## config.mk

```make
export PLATFORM = sky130hd
export DESIGN_NAME = pipe_stage_reg_flat
export DESIGN_NICKNAME = d
export VERILOG_FILES = /design/src/rtl/pipe_stage_reg_if.sv /design/src/rtl/pipe_stage_reg.sv /design/src/flat_wrapper.sv
export SDC_FILE = /design/constraint.sdc
export NUM_CORES = 1
export LEC_CHECK = 0
export ABC_CLOCK_PERIOD_IN_PS = 3300
export CAP_MARGIN = 20
export CORE_MARGIN = 5
export CORE_UTILIZATION = 40
export CTS_CLUSTER_DIAMETER = 150
export CTS_CLUSTER_SIZE = 14
export DETAILED_ROUTE_END_ITERATION = 6
export PLACE_DENSITY = 0.66
export RECOVER_POWER = 50
export SLEW_MARGIN = 40
export SYNTH_ARGS = -nofsm -noshare
export SYNTH_HDL_FRONTEND = slang
export SYNTH_SLANG_ARGS = --single-unit
```

## constraint.sdc

```tcl
create_clock -name clk -period 3.3 [get_ports clk]
set_clock_uncertainty 0.15 [all_clocks]
set_input_delay 0.66 -clock clk [delete_from_list [all_inputs] [get_ports clk]]
set_output_delay 0.66 -clock clk [all_outputs]
set_load 0.03 [all_outputs]
```

## src/rtl/pipe_stage_reg_if.sv

```systemverilog
// Handshake bundle for one pipeline stage register: upstream offer/accept
// on the in_* side, downstream offer/accept on the out_* side.
interface pipe_stage_reg_if #(
  parameter int WIDTH = 32
);
  logic             in_valid;
  logic [WIDTH-1:0] in_data;
  logic             in_ready;
  logic             out_valid;
  logic [WIDTH-1:0] out_data;
  logic             out_ready;

  // Environment side: offers upstream payload, accepts downstream payload.
  modport master (
    output in_valid, in_data, out_ready,
    input  in_ready, out_valid, out_data
  );

  // Stage side: accepts upstream payload, offers downstream payload.
  modport slave (
    input  in_valid, in_data, out_ready,
    output in_ready, out_valid, out_data
  );
endinterface

```

## src/rtl/pipe_stage_reg.sv

```systemverilog
// Pipeline stage register with a one-entry skid buffer. in_ready depends
// only on local state and flush, so there is no combinational path from
// out_ready back to in_ready. Also keeps a saturating count of cycles in
// which valid output was back-pressured.
module pipe_stage_reg #(
  parameter int               WIDTH     = 32,
  parameter logic [WIDTH-1:0] NOP_VALUE = '0,
  parameter int               CNT_W     = 16
) (
  input  logic             clk,
  input  logic             rst,
  input  logic             rdy,
  input  logic             flush,
  pipe_stage_reg_if.slave  bus,
  output logic [1:0]       occupancy,
  output logic [CNT_W-1:0] stall_cnt
);

  localparam logic [1:0] ST_EMPTY = 2'd0;
  localparam logic [1:0] ST_HALF  = 2'd1;
  localparam logic [1:0] ST_FULL  = 2'd2;

  localparam logic [CNT_W-1:0] CNT_MAX = '1;
  localparam logic [CNT_W-1:0] CNT_ONE = CNT_W'(1);

  logic [1:0]       state_reg, state_next;
  logic [WIDTH-1:0] main_reg, main_next;
  logic [WIDTH-1:0] skid_reg, skid_next;
  logic [CNT_W-1:0] stall_cnt_reg, stall_cnt_next;
  logic             fire_in;
  logic             fire_out;

  // Handshake outputs come straight from registered state; main_reg is
  // forced to the bubble value whenever the stage empties.
  assign bus.in_ready  = (state_reg != ST_FULL) && !flush;
  assign bus.out_valid = (state_reg != ST_EMPTY);
  assign bus.out_data  = main_reg;
  assign stall_cnt     = stall_cnt_reg;

  assign fire_in  = bus.in_valid  && bus.in_ready  && rdy;
  assign fire_out = bus.out_valid && bus.out_ready && rdy;

  // Number of held entries derived from the state.
  always_comb begin
    occupancy = 2'd0;
    case (state_reg)
      ST_HALF: occupancy = 2'd1;
      ST_FULL: occupancy = 2'd2;
      default: occupancy = 2'd0;
    endcase
  end

  // Next-state and datapath: flush wins, then the EMPTY/HALF/FULL transfers.
  always_comb begin
    state_next = state_reg;
    main_next  = main_reg;
    skid_next  = skid_reg;
    if (rdy) begin
      if (flush) begin
        state_next = ST_EMPTY;
        main_next  = NOP_VALUE;
        skid_next  = NOP_VALUE;
      end else begin
        case (state_reg)
          ST_EMPTY: begin
            if (fire_in) begin
              state_next = ST_HALF;
              main_next  = bus.in_data;
            end
          end
          ST_HALF: begin
            if (fire_in && fire_out) begin
              main_next = bus.in_data;
            end else if (fire_in) begin
              state_next = ST_FULL;
              skid_next  = bus.in_data;
            end else if (fire_out) begin
              state_next = ST_EMPTY;
              main_next  = NOP_VALUE;
            end
          end
          ST_FULL: begin
            // in_ready is low here, so only a drain can happen.
            if (fire_out) begin
              state_next = ST_HALF;
              main_next  = skid_reg;
            end
          end
          default: begin
            state_next = ST_EMPTY;
            main_next  = NOP_VALUE;
            skid_next  = NOP_VALUE;
          end
        endcase
      end
    end
  end

  // Back-pressure counter: counts stalled valid cycles, sticks at all-ones.
  always_comb begin
    stall_cnt_next = stall_cnt_reg;
    if (rdy && bus.out_valid && !bus.out_ready && (stall_cnt_reg != CNT_MAX)) begin
      stall_cnt_next = stall_cnt_reg + CNT_ONE;
    end
  end

  // State registers with asynchronous active-low reset.
  always_ff @(posedge clk or negedge rst) begin
    if (!rst) begin
      state_reg     <= ST_EMPTY;
      main_reg      <= NOP_VALUE;
      skid_reg      <= NOP_VALUE;
      stall_cnt_reg <= '0;
    end else begin
      state_reg     <= state_next;
      main_reg      <= main_next;
      skid_reg      <= skid_next;
      stall_cnt_reg <= stall_cnt_next;
    end
  end

endmodule

```

## src/flat_wrapper.sv

```systemverilog
// flat-port wrapper written by rule: the top's interface ports become plain ports
module pipe_stage_reg_flat 
#(
  parameter int               WIDTH     = 32,
  parameter logic [WIDTH-1:0] NOP_VALUE = '0,
  parameter int               CNT_W     = 16
)
  (clk, rst, rdy, flush, occupancy, stall_cnt, bus_in_valid, bus_in_data, bus_out_ready, bus_in_ready, bus_out_valid, bus_out_data);
  pipe_stage_reg_if #(.WIDTH(WIDTH)) bus_i ();
  input  logic clk;
  input  logic rst;
  input  logic rdy;
  input  logic flush;
  output logic [1:0] occupancy;
  output logic [CNT_W-1:0] stall_cnt;
  input wire logic [$bits(bus_i.in_valid)-1:0] bus_in_valid;
  input wire logic [$bits(bus_i.in_data)-1:0] bus_in_data;
  input wire logic [$bits(bus_i.out_ready)-1:0] bus_out_ready;
  output wire logic [$bits(bus_i.in_ready)-1:0] bus_in_ready;
  output wire logic [$bits(bus_i.out_valid)-1:0] bus_out_valid;
  output wire logic [$bits(bus_i.out_data)-1:0] bus_out_data;
  assign bus_i.in_valid = bus_in_valid;
  assign bus_i.in_data = bus_in_data;
  assign bus_i.out_ready = bus_out_ready;
  assign bus_in_ready = bus_i.in_ready;
  assign bus_out_valid = bus_i.out_valid;
  assign bus_out_data = bus_i.out_data;
  pipe_stage_reg #(.WIDTH(WIDTH), .NOP_VALUE(NOP_VALUE), .CNT_W(CNT_W)) u_core (.clk(clk), .rst(rst), .rdy(rdy), .flush(flush), .bus(bus_i), .occupancy(occupancy), .stall_cnt(stall_cnt));
endmodule
```

; ---- Yosys cells after proc, flatten, opt, wreduce, memory -nomap -nowiden
; Index checks and enable logic that the tools add are counted.
[classes]
n_eq_ne = 12
reduce_logical = 17
mux = 18
add_sub_neg = 1
[ops]
columns = operator, count
row1 = $mux W32, 8
row2 = $pmux W32 S3, 1
row3 = $pmux W32 S2, 1
row4 = $add A16 B1 Y16 const B, 1
row5 = $ne A16 B16 Y1 const B, 1
row6 = $mux W2, 6
row7 = $reduce_and A5 Y1, 2
row8 = $logic_and A1 B1 Y1, 9
row9 = $ne A3 B2 Y1 const B, 3
row10 = $ne A4 B2 Y1 const B, 2
row11 = $pmux W2 S3, 1
row12 = $ne A4 B4 Y1 const B, 1
row13 = $pmux W2 S2, 1
row14 = $reduce_and A4 Y1, 1
row15 = $ne A3 B3 Y1 const B, 1
row16 = $eq A2 B1 Y1 const B, 1
row17 = $eq A2 B2 Y1 const B, 1
row18 = $logic_not A1 Y1, 2
row19 = $logic_not A2 Y1, 1
row20 = $ne A2 B1 Y1 const B, 1
row21 = $ne A2 B2 Y1 const B, 1
row22 = $reduce_bool A2 Y1, 1
row23 = $reduce_or A2 Y1, 1
[totals]
out_inout_bits = 52
in_bits = 38
wordCells = 52
register_bits = 82

; ---- Longest topological paths before layout
; Gate-level depths: netlist of run 1.
[depth]
ltp_word = 8
ltp_mapped = 7
depth_no_buf = 5

; ---- Least setup slack after synthesis of run 1
; No wires, ideal clock.
[synth_timing]
path_type = reg2out
start = reg u_core.state_reg[0]
end = out bus_in_ready
path_stages_with_launch = 5
arrival_time_ns = 1.591
required_ns = 2.490
setup_slack_ns = 0.899
n_path_buf = 2
path_cell_list = dfrtp_1 -> buf_2 -> nor2_1 -> clkbuf_1 -> nor2_1
[synth_between]
elab_chain_cells = 2
[synth_rtl]
columns = element, line
row1 = "start, declared", pipe_stage_reg.sv:26  ; logic [1:0] state_reg, state_next;
row2 = "start signal, assigned", pipe_stage_reg.sv:115  ; state_reg <= state_next;
row3 = $ne A2 B2 Y1, pipe_stage_reg.sv:35  ; assign bus.in_ready = (state_reg != ST_FULL) && !flush;
row4 = $logic_and A1 B1 Y1, pipe_stage_reg.sv:35
row5 = "end, declared", flat_wrapper.sv:19  ; output wire logic [$bits(bus_i.in_ready)-1:0] bus_in_ready;
; No other way between the ends.

; ---- Worst setup path after layout of run 1
[layout_timing]
start = reg u_core.state_reg[1]
end = out occupancy[1]
[layout_between]
elab_chain_cells = 2
word_cells_on_any_way = 3
cone_classes = eq/ne: 2 / mux: 1
[layout_rtl]
columns = element, line
row1 = $eq A2 B2 Y1 / $eq A2 B1 Y1 (equally long branches), pipe_stage_reg.sv:46  ; case (state_reg)
row2 = $pmux W2 S2 (*), pipe_stage_reg.sv:46
row3 = "end, declared", flat_wrapper.sv:14  ; output logic [1:0] occupancy;
; Every way passes the cells marked *; elsewhere a longest branch is shown, timed or not.

==> metrics, run 1 <==
final WL 9246 microns; Setup TNS 0 ns; Die Span X 108.2 microns; max-cap viol count 1; Crit. End Element output port; Yosys top cell by area dfrtp_1; Placer Congestion 0.7943; Period Utilization, post-route between 80% and 90%; multi-input logic area 1558 sq um; Die Height around 110 microns; total design power around 2600 uW; Unique masters post-synth 39; PwrDens roughly 520 nW/um^2; Clock Path Buffers 2; synth cell count leaders dfrtp_1, nand2_1, inv_1, mux2i_1; status finished, violations left; Worst Path Max Fanout 12; initial antenna violation count 0; H-tree depth 3; Initial Util between 40% and 50%; ys async rst share 100.0%; Clock Tree Root clkbuf_8; filler cell count 851; WP data arrival around 2.0 ns; Worst Setup Path Type reg -> out; core area between 9000 and 10000 sq um; sequential share of the synthesized area 53.25%; RSZ-0062 raised after global routing false; top-count cell post-synth dfrtp_1; Nets 476; Layout area overhead 32.31%; first-pass GRT wire length 15380 microns; Post-synth EDFFs 0; Global Route Usage Sum 16.48%; Mapped Cells 353; largest net degree at the start of global routing between 80 and 90; Setup Viol. Count Final 0; initial DRC count between 90 and 100; Worst setup SP type flip-flop; Leak around 0.0022 uW; count of final hold-check violations 0; Initial DRT Pass Iterations 4; hpwl dp between 6000 and 7000 microns; vias in the first global route between 3000 and 4000; post-CTS setup repair buffer count 0; Slew @ Worst Pin roughly 2 ns; worst skew pair latency 0.34 ns; minimum clock period ~2.8 ns; ranking of synthesized cells by area dfrtp_1, mux2i_1, o2bb2ai_1; # rows 35; CTS buffer count 9; Resize count post-CTS 0; Die ar. roughly 12000 sq um; io pins 90; clk sink count roughly 80; Clock transition at path regs about 0.090 ns; share of cells above drive strength 1 slightly above 8%; Avg Synthesized Cell Area ~11 sq um; Rel. slew slack -36.53%; Synth Register Bits 82; worst hold start u_core.bus.out_data[16]; Syn Nets 392; Hold Path Class reg -> reg; Slew Limit Fails 83; fmax 359.9 MHz; number of hold buffers added after CTS 0; CTS tree done; top-area cell type share of the netlist area between 50% and 60%; Overflow after GRT 0; diode count 0; Critical Path RT 2.49 ns; Worst R2R Start u_core.stall_cnt[1]; Syn Std Cell Area between 3000 and 4000 sq um; ys flop type dfrtp_1; Vias/cell just over 5; total number of vias about 3000; WL/cell 16.19 microns; failing checks capacitance limit, slew limit; DRC viols 0; Setup crit start u_core.state_reg[1]; post-route ant nets 0; FF/Latch Area around 2100 sq um; Ys Warns 0; PortBufs 89; Peak VDD IR 0.5048 mV
[cells by family (layout without fill, tap and decap cells)]
logic type / Yosys count / count (layout) / synth area share, %
AOI/OAI and AO/OA: 74 / 74 / 15.55
and+or+nand+nor: 83 / 83 / 11.20
DFF: 82 / 82 / 53.25
xor gates and xnor gates: 15 / 15 / 3.409
muxes: 36 / 36 / 9.416
adders and majority gates: 1 / 1 / 0.3246
buffers and inverters: 62 / 151 / 6.851
[through the flow]
step / util [%] / cells / area [sq um] / setup slack, ns / hold WS [ns]
after floorplan: - / 353 / 3854 / 0.8989 / 0.2144
final: 54.66 / 571 / 5099 / 0.5213 / 0.3364
after global placement: 52.35 / 555 / 4883 / 0.5400 / 0.3204
after global routing: 54.66 / 571 / 5099 / 0.3787 / 0.3542
after CTS: 54.74 / 571 / 5106 / 0.4935 / 0.2287
after detailed placement: 52.39 / 555 / 4887 / 0.4872 / 0.3246
[metal layers]
metal,GRT usage [%],part of all wire (%),vias to the layer above
li1,-,-,1414
met1,24.10,48,1466
met2,24.69,45,85
met3,4.657,6.2,4
met4,2.976,0.54,0
met5,0,0,-
[cell type report]
cell class / instances / share of cell area [%]
clock inverter: 6 / 1.791
clock buffer: 10 / 2.503
inverter: 36 / 2.650
timing repair buffer: 99 / 19.09
multi-input combinational: 209 / 30.55
tap: 129 / 3.166
sequential: 82 / 40.25
[worst max-delay path: stages, from the launching register on]
cell,delay [ns]
dfrtp_1,0.49
inv_1,0.12
nor2_2,0.11
buf_4,0.21
clkdlybuf4s50_1,0.70
[layout by cell type, fill, tap and decap left out, types with 2 or more instances in the layout]
master,n
dlygate4sd3_1,15
nand2_1,42
nor2_1,3
nor3_1,6
clkinv_4,3
inv_1,36
mux2_2,2
buf_4,9
dfrtp_1,82
xor2_1,15
mux2i_1,34
nand3_1,5
o2bb2ai_1,32
a22oi_1,32
and4_1,3
nand2b_1,3
nor4_1,4
nand4_1,5
bufinv_16,2
nand3b_1,2
nor2_2,2
clkbuf_8,9
clkdlybuf4s50_1,73
[power breakdown]
| part | internal (uW) | leakage [uW] | switching (uW) |
|---|---|---|---|
| clock | 429 | 0.000110 | 367 |
| combinational | 278 | 0.00101 | 376 |
| sequential | 1100 | 0.00112 | 82.5 |
[path summary, 6_finish.rpt]
check                                                to  slack [ns]  cells after the start
worst max register to register      u_core.stall_cnt[1]        1.12                      5
worst min-delay path            u_core.bus.out_data[16]        0.34                      1
worst max-delay path                       occupancy[1]        0.52                      4
min in group asynchronous        u_core.bus.out_data[4]        0.72                      1
worst min register to register  u_core.bus.out_data[16]        0.34                      1
max in group asynchronous       u_core.bus.out_data[26]        1.06                      1
(Power assumes the default switching activity.)
==> run 2, diff against run 1 <==
Settings changed: ABC_CLOCK_PERIOD_IN_PS 3300 to 2850.
Clock period 3.3 ns to 2.85 ns, I/O delays scaled along.
==> run 2 against run 1 <==
The run now ends clean. Power grew 19%. Sequential share of layout area is 0.079 points lower. Utilization rose by 0.11 points. Sequential power is 15% higher. Sequential cell count unchanged. Count of clock-buffer cells in the layout rose by 1. Final cell count increased by 0.35%. Register-to-register slack lost 0.66 ns. First-iteration DRC count up 4.0%. Die area did not move. Worst hold slack got worse by 0.019 ns. Critical endpoint unchanged. Highest routed layer unchanged.
==> metrics, run 2 (same netlist as run 1, synthesis figures left out) <==
status finished clean; share of cells above drive strength 1 7.658%; Overflow after GRT 0; slowest cell on the critical path clkdlybuf4s50_1; Die Height between 100 and 150 microns; Final Hold Slack 0.3171 ns; H-tree depth 3; total number of vias between 2000 and 3000; Slew Limit Fails 0; WL/cell 16.39 microns; commonest non-fill, non-tap cell in the layout clkdlybuf4s50_1; DRC viols 0; Initial Util about 41%; Placer Congestion around 0.8; io pins 90; clk sink count 82; Clock transition at path regs about 0.08 ns; Nets ~480; worst skew pair latency ~0.35 ns; Worst R2R Start u_core.state_reg[1]; post-CTS setup repair buffer count 0; Rel. slew slack between 10% and 20%; Setup crit start u_core.state_reg[1]; largest net degree at the start of global routing 50; final WL 9390 microns; max-cap viol count 0; CTS buffer count 9; Crit. End Element output port; vias in the first global route 3029; # rows 35; most frequent cells in the layout clkdlybuf4s50_1, dfrtp_1, nand2_1, inv_1, mux2i_1; Initial DRT Pass Iterations 7; Worst Setup Path Type reg -> out; Setup Viol. Count Final 0; RSZ-0062 raised after global routing false; PwrDens slightly above 600 nW/um^2; Critical Path Max Stage Delay ~0.73 ns; Clock Path Buffers 2; Period Utilization, post-route between 90 and 100%; Worst setup SP type flip-flop; total design power 3133 uW; number of hold buffers added after CTS 0; Leak roughly 0.0022 uW; Peak VDD IR a little over 0.5 mV; initial antenna violation count 0; Layout area overhead 32.56%; count of final hold-check violations 0; post-route ant nets 0; WP data arrival 1.93 ns; Setup WS pre-CTS around 0.32 ns; post-route setup slack slightly below 0.2 ns; CTS tree done; length in cells of the worst reg-to-reg path 5; Slew @ Worst Pin around 1.2 ns; minimum clock period between 2 and 3 ns; Die Span X 108.2 microns; hpwl dp ~6200 microns; worst path cell trace inv_1 > nor2_2 > clkdlybuf4s50_1; Global Route Usage Sum between 15 and 20%; diode count 0; core area 9328 sq um; Setup TNS 0 ns; Critical Path RT around 2.1 ns; Vias/cell 5.187; Resize count post-CTS 0; Worst Path Max Fanout 7; initial DRC count 103; first-pass GRT wire length around 15000 microns; PortBufs just under 90; Die ar. about 12000 sq um; fmax between 300 and 400 MHz; Clock Tree Root clkbuf_8; Hold Path Class in -> async
## run 2: critical path: cells and delay by family (launching register included)
kind	cells	cell delay (ns)
flops	1	0.49
simple gates	1	0.24
buf+inv	2	0.86
## run 2: path summary, 6_finish.rpt
kind	to	slack, ns
max	occupancy[1]	0.20
min	u_core.skid_reg[7]	0.32
max reg2reg	u_core.bus.out_data[14]	0.46
min reg2reg	u_core.bus.out_data[6]	0.34
max in group asynchronous	u_core.stall_cnt[0]	0.75
min in group clk	u_core.bus.out_data[6]	0.34
## run 2: where the power goes
group	total, uW	switching, uW	internal (uW)
logic	769	436	333
clock network	995	413	582
registers	1370	91.6	1280
total	3130	940	2190
## run 2: per-stage QoR
stage | instances | util, % | instance area, sq um
2_1_floorplan | 353 | - | 3854
3_3_place_gp | 557 | 52.92 | 4936
6_report | 573 | 54.77 | 5109
4_1_cts | 573 | 55.43 | 5170
5_1_grt | 573 | 54.77 | 5109
3_5_place_dp | 557 | 52.92 | 4936
## run 2: routing by layer
layer  global-route usage [%]  vias to the layer above  part of all wire [%]
met1                    23.39                     1437                    48
li1                         -                     1424                     -
met5                        0                        -                     0
met2                    25.04                      100                    44
met3                    4.418                       11                   6.5
met4                    5.140                        0                   1.4
## run 2: cell type report
class                      instances  area (sq um)
multi-input combinational        209          1538
sequential                        82          2052
inverter                          36         135.1
tap                              129         161.4
timing repair buffer             101         988.4
fill                             840          4219
clock inverter                     5         102.6
clock buffer                      11         131.4
==> run 3, diff against run 2 <==
Settings changed: SETUP_SLACK_MARGIN set to 0.02.
==> results of run 3 <==
Same layout as run 2: the final DEF is identical, and so are final timing and power.
